File: src/rtl/sync_fifo_top.sv
// rtl/sync_fifo_top.sv - single-clock FIFO with level thresholds, sticky error flags and optional FWFT read
module sync_fifo_top #(
    parameter int DWIDTH    = 8,
    parameter int AWIDTH    = 4,
    parameter int AFULL_TH  = 12,
    parameter int AEMPTY_TH = 2,
    parameter int FWFT      = 0
) (
    input  logic              clk,
    input  logic              reset_L,
    input  logic              push,
    input  logic [DWIDTH-1:0] wrdata,
    output logic              full,
    output logic              almost_full,
    input  logic              pop,
    output logic [DWIDTH-1:0] rddata,
    output logic              empty,
    output logic              almost_empty,
    output logic [AWIDTH:0]   count,
    output logic              overflow,
    output logic              underflow,
    input  logic              clr_err
);

    localparam int DEPTH = 1 << AWIDTH;
    localparam logic [AWIDTH:0] DEPTH_C   = DEPTH[AWIDTH:0];
    localparam logic [AWIDTH:0] AFULL_C   = AFULL_TH[AWIDTH:0];
    localparam logic [AWIDTH:0] AEMPTY_C  = AEMPTY_TH[AWIDTH:0];

    logic [DWIDTH-1:0] mem [DEPTH];
    logic [AWIDTH:0]   wrptr;
    logic [AWIDTH:0]   rdptr;
    logic [AWIDTH:0]   count_nxt;
    logic              push_ok;
    logic              pop_ok;

    // Accept decisions use only the registered flags, so no input reaches an output combinationally.
    assign push_ok = push & ~full;
    assign pop_ok  = pop & ~empty;

    always_comb begin
        count_nxt = count;
        if (push_ok && !pop_ok) begin
            count_nxt = count + 1'b1;
        end else if (!push_ok && pop_ok) begin
            count_nxt = count - 1'b1;
        end
    end

    always_ff @(posedge clk or negedge reset_L) begin
        if (!reset_L) begin
            wrptr        <= '0;
            rdptr        <= '0;
            count        <= '0;
            full         <= 1'b0;
            almost_full  <= 1'b0;
            empty        <= 1'b1;
            almost_empty <= 1'b1;
        end else begin
            if (push_ok) begin
                wrptr <= wrptr + 1'b1;
            end
            if (pop_ok) begin
                rdptr <= rdptr + 1'b1;
            end
            count        <= count_nxt;
            full         <= (count_nxt == DEPTH_C);
            empty        <= (count_nxt == '0);
            almost_full  <= (count_nxt >= AFULL_C);
            almost_empty <= (count_nxt <= AEMPTY_C);
        end
    end

    // A new error in the same cycle as clr_err wins, so no event is lost.
    always_ff @(posedge clk or negedge reset_L) begin
        if (!reset_L) begin
            overflow  <= 1'b0;
            underflow <= 1'b0;
        end else begin
            if (push && full) begin
                overflow <= 1'b1;
            end else if (clr_err) begin
                overflow <= 1'b0;
            end
            if (pop && empty) begin
                underflow <= 1'b1;
            end else if (clr_err) begin
                underflow <= 1'b0;
            end
        end
    end

    always_ff @(posedge clk) begin
        if (push_ok) begin
            mem[wrptr[AWIDTH-1:0]] <= wrdata;
        end
    end

    generate
        if (FWFT != 0) begin : g_fwft
            assign rddata = mem[rdptr[AWIDTH-1:0]];
        end else begin : g_reg
            logic [DWIDTH-1:0] rddata_q;

            always_ff @(posedge clk or negedge reset_L) begin
                if (!reset_L) begin
                    rddata_q <= '0;
                end else if (pop_ok) begin
                    rddata_q <= mem[rdptr[AWIDTH-1:0]];
                end
            end

            assign rddata = rddata_q;
        end
    endgenerate

endmodule
File: config.mk
export PLATFORM = sky130hd
export DESIGN_NAME = sync_fifo_top
export DESIGN_NICKNAME = d
export VERILOG_FILES = /design/src/rtl/sync_fifo_top.sv
export SDC_FILE = /design/constraint.sdc
export NUM_CORES = 1
export LEC_CHECK = 0
export BUFFER_PORTS_ARGS = -buffer_cell sky130_fd_sc_hd__buf_4
export CELL_PAD_IN_SITES_DETAIL_PLACEMENT = 0
export CELL_PAD_IN_SITES_GLOBAL_PLACEMENT = 1
export CORE_MARGIN = 2
export CORE_UTILIZATION = 41
export CTS_CLUSTER_DIAMETER = 50
export DETAILED_ROUTE_END_ITERATION = 10
export HOLD_SLACK_MARGIN = 0.1
export PLACE_DENSITY = 0.67
export SYNTH_ARGS = -nofsm -noshare
export SYNTH_HDL_FRONTEND = slang
export SYNTH_SLANG_ARGS = --single-unit
File: constraint.sdc
create_clock -name clk -period 2.4 [get_ports clk]
set_clock_uncertainty 0.15 [all_clocks]
set_input_delay 0.24 -clock clk [delete_from_list [all_inputs] [get_ports clk]]
set_output_delay 0.24 -clock clk [all_outputs]
set_load 0.02 [all_outputs]
# Word-level counts from Yosys, hierarchy flattened
# Memory sizes are Yosys's and may differ from the RTL's. A register that Yosys moved wholly into a read port is not among the register bits.
# Index checks and enable logic that the tools add are counted.
[totals]
register_bits = 21
ramBits = 128
input_bits = 13
word_cells = 38
memories = 1
[op_classes]
n_addsub = 4
order_cmp = 2
eq_ne = 1
mux = 7
bitwise_logic = 4
n_reduce_logical = 10
[mem_list]
columns = ["name", "words", "width", "read_ports", "rd_ports_with_merged_regs", "write_ports", "line", "source"]
rows = [
  ["mem", 16, 8, 1, 1, 1, "30", "logic [DWIDTH-1:0] mem [DEPTH];"],
]
[op_table]
columns = ["op", "n"]
rows = [
  ["adder 5 x 1 -> 5 bit, second input constant", 3],
  ["2-to-1 mux 5 bit", 2],
  ["== test 5 bit, second input constant", 1],
  ["greater-or-equal comparator 5 x 4 -> 1 bit, second input constant", 1],
  ["<= comparator 5 x 2 -> 1 bit, second input constant", 1],
  ["logical NOT 5 bit", 1],
  ["2-to-1 mux 1 bit", 5],
  ["subtractor 5 x 1 -> 5 bit, second input constant", 1],
  ["logical AND 1 bit", 4],
  ["nonzero test 2 bit", 2],
  ["logical NOT 1 bit", 3],
  ["bitwise AND 1 bit", 2],
  ["inverter 1 bit", 2],
]

# Depth between registers and ports, before layout
[logic_depth]
ltp_word = 7
ltp_mapped = 8

# Worst setup path after synthesis
# OpenSTA, ideal clock, no wires.
[synth_path]
path_type = "register to register"
from = "register empty"
to = "register almost_empty"
setup_ns = 0.105
arrival_ns = 1.701
required_ns = 2.145
slack_ns = 0.444
path_stages_with_launch = 6
n_path_buf = 0
path_cell_list = "dfstp_2 -> and2b_1 -> nor2_1 -> a22oi_1 -> xnor2_2 -> a2111oi_2"
[synth_between]
elab_chain_len = 6
elab_cells_between_ends = 8
classes_between = "order compare (1); mux (2); bitwise (2); reduce/logical (3)"
[synth_rtl]
columns = ["item", "line", "source"]
rows = [
  ["start: declaration", "17", "output logic empty,"],
  ["start signal: assignment", "68", "empty <= (count_nxt == '0);"],
  ["inverter 1 bit *", "39", "assign pop_ok = pop & ~empty;"],
  ["bitwise AND 1 bit *", "39", ""],
  ["logical AND 1 bit or logical NOT 1 bit (tied branches)", "45, 43", ""],
  ["2-to-1 mux 5 bit or logical AND 1 bit (tied branches)", "45, 43", ""],
  ["2-to-1 mux 5 bit *", "43", "if (push_ok && !pop_ok) begin"],
  ["named net count_nxt[2]", "33", "logic [AWIDTH:0] count_nxt;"],
  ["<= comparator 5 x 2 -> 1 bit *", "70", "almost_empty <= (count_nxt <= AEMPTY_C);"],
  ["end signal: assignment", "70", ""],
  ["end: declaration", "18", "output logic almost_empty,"],
]
# The timed path passes the listed nets; every way through them passes the cells marked *.
# A chain may end at the register's enable or synchronous reset.

==> flow_summary.toml <==
[setup_path]
cp_top_family = "flip-flops"
cp_cell_sequence = "buf_4 > mux2i_1 > o22ai_1 > or4_1 > o21ai_0 > a21oi_1"
r2r_setup_slack_ns = 0.30
r2r_start = "rdptr[0]$_DFFE_PN0P_"
cp-start-kind = "register"
arrival_ns = 2.25
cp_num_buf_inv = 1
end_kind = "register"
crit_type = "reg -> reg"
worstPathMaxFanout = 15
crit_required_ns = 2.55
rr_endpoint = "rddata[0]$_DFFE_PN0P_"
reg2regPathDepth = 6
cp_slowest_cell = "dfrtp_4"
cp_slowest_stage_delay_ns = 0.54

[yosys]
seq_area_frac_synth = 0.717
ys_warn_count = 0
syn_nets = 418
synth-edff-count = 128
ys.flop_type = "edfxtp_1"
synth_cells = 398
synth_cell_type_count = 38
synth_area_um2 = 6310
synth_area_leader_cell = "edfxtp_1"
synth_top_cell_area_share = 0.609
syn_avg_cell_area_um2 = 15.9
yosys_register_bits = 155
synthTopCellsByArea = "edfxtp_1 (61%), mux2i_1 (10%), dfrtp_1 (9.9%), o22ai_1 (2.4%), and2_1 (1.6%)"
synthArstFlopShare = 0.174

[detailed_routing]
firstDrtPassIters = 7
drtAntennaViolNets = 0
wl_met1_um = 5940
wl_met2_um = 6340
top_layer_used = "met4"
dr_total_vias = 3521
drt_iter0_drc = 277
wl_um = 13200
wl_per_cell_um = 20.3
dr_wl_met3_um = 712
routed_via_density = 5.40
drc_errors = 0

[placed_design]
gp_congestion = 0.746
io_buffers = 31
dp_hpwl_um = 8560

[finish]
area_delta_synth_final_pct = 19.3
layout_common_cells = "edfxtp_1 (128), mux2i_1 (64), buf_4 (39)"
nFillCells = 1262
n_antenna_cell = 0
final_nets = 471
final_common_cell = "edfxtp_1"
regArea_um2 = 4530
finish.utilization = 0.497
drive_above_1_share = 0.177
multi_input_area_um2 = 1630

[die]
die_area_um2 = 16400
io_pins = 32
core_area_um2 = 15100
initial_utilization = 0.417
fp.dieW_um = 128
fp.dieH_um = 128
rows = 45

[cts]
clock_latency_ns = 0.42
clk_path_buf_depth = 2
root_buffer = "clkbuf_16"
htree_num_levels = 4
cts_buffers = 17
tritoncts = "built"
clk_pin_slew_ns = 0.06
clock_sinks = 155

[power_and_ir_drop]
power_leakage_nw = 2.79
power_density_nw_per_um2 = 1260
p_total_mw = 9.47
max-vdd-ir-drop_v = 0.000788

[global_routing]
grt_max_degree = 28
grt_pass1_vias = 3667
antenna_found_initial = 0
grt-ovfl-total = 0
grt_pass1_wl_um = 20800
grt_util_all_layers = 0.176

[sta]
finalSetupViolations = 0
rsz0062_at_grt = "no"
slew_viol_final = 0
fmax_mhz = 476
final_hold_viol_count = 0
setup_tns_ns = 0
slew_headroom = 0.502
tightest_slew_ns = 0.747
period_needed_ns = 2.10
fin_crit_sh = 0.876

[flow_run]
maxCapViolCount = 0

[min_path]
hold_class = "in -> async"

[run_status]
run_status = "completed"
where the power goes:
group | switching (mW) | total (mW) | internal (mW)
clock | 1.00 | 2.93 | 1.93
combinational | 1.61 | 2.80 | 1.19
sequential | 0.366 | 3.74 | 3.37
logic make-up (layout without fill, tap and decap cells):
group,Yosys count,count (layout),share of synthesized area
xor+xnor,10,10,0.0175
simple gates,77,77,0.0668
fa+ha+maj,7,7,0.0139
flops,155,155,0.717
buf+inv,26,92,0.0246
compound gates,58,58,0.0571
mux,65,65,0.103
how the worst max path moves through the flow:
stage | cells past startpoint | start | to
floorplan | 5 | empty$_DFF_PN1_ | almost_empty$_DFF_PN1_
global placement | 6 | rdptr[0]$_DFFE_PN0P_ | rddata[3]$_DFFE_PN0P_
detailed placement | 5 | empty$_DFF_PN1_ | empty$_DFF_PN1_
CTS | 5 | empty$_DFF_PN1_ | empty$_DFF_PN1_
global route | 5 | empty$_DFF_PN1_ | full$_DFF_PN0_
finish | 6 | rdptr[0]$_DFFE_PN0P_ | rddata[0]$_DFFE_PN0P_
synth_stat cells (7+ instances only):
master and count:
a21oi_1 8, and2_1 16, dfrtp_1 25, edfxtp_1 128, ha_1 7, mux2i_1 64, nand2_1 10, nor2_1 15
nor3_1 11, o21ai_0 19, o22ai_1 24, or4_1 7, xnor2_1 7
layer usage:
layer | up-vias | GRT usage
li1 | 1623 | -
met1 | 1800 | 0.237
met2 | 83 | 0.273
met3 | 15 | 0.0538
met4 | 0 | 0.0633
met5 | - | 0
through the flow:
step	hold slack, ns	cell area, um2	setup slack [ns]	cells
global route	0.164	7520	0.128	652
finish	0.137	7520	0.298	652
floorplan	-0.206	6310	0.444	398
global placement	0.0407	6750	0.316	608
CTS	0.134	7520	0.270	652
detailed placement	0.0464	6750	0.300	608
registers in the layout (all words and copies together), names as in the netlist:
register      cells
mem             128
rddata            8
count             5
rdptr             4
wrptr             4
almost_empty      1
almost_full       1
empty             1
full              1
overflow          1
underflow         1
repair_timing:
action	CTS	global route
resized for setup	0	0
endpoints found under the hold margin	157	0
hold buffers	12	0
buffers inserted	0	0
setup endpoints to repair	0	0
final cells by class:
type / count / share of cell area
well taps: 188 / 0.0313
clock inverters: 15 / 0.0303
clock buffers: 17 / 0.0565
inverters: 7 / 0.00349
multi-input cells: 217 / 0.217
flip-flops and latches: 155 / 0.601
repair buffers: 53 / 0.0602
Note: power is estimated with default switching activity, not from simulation.
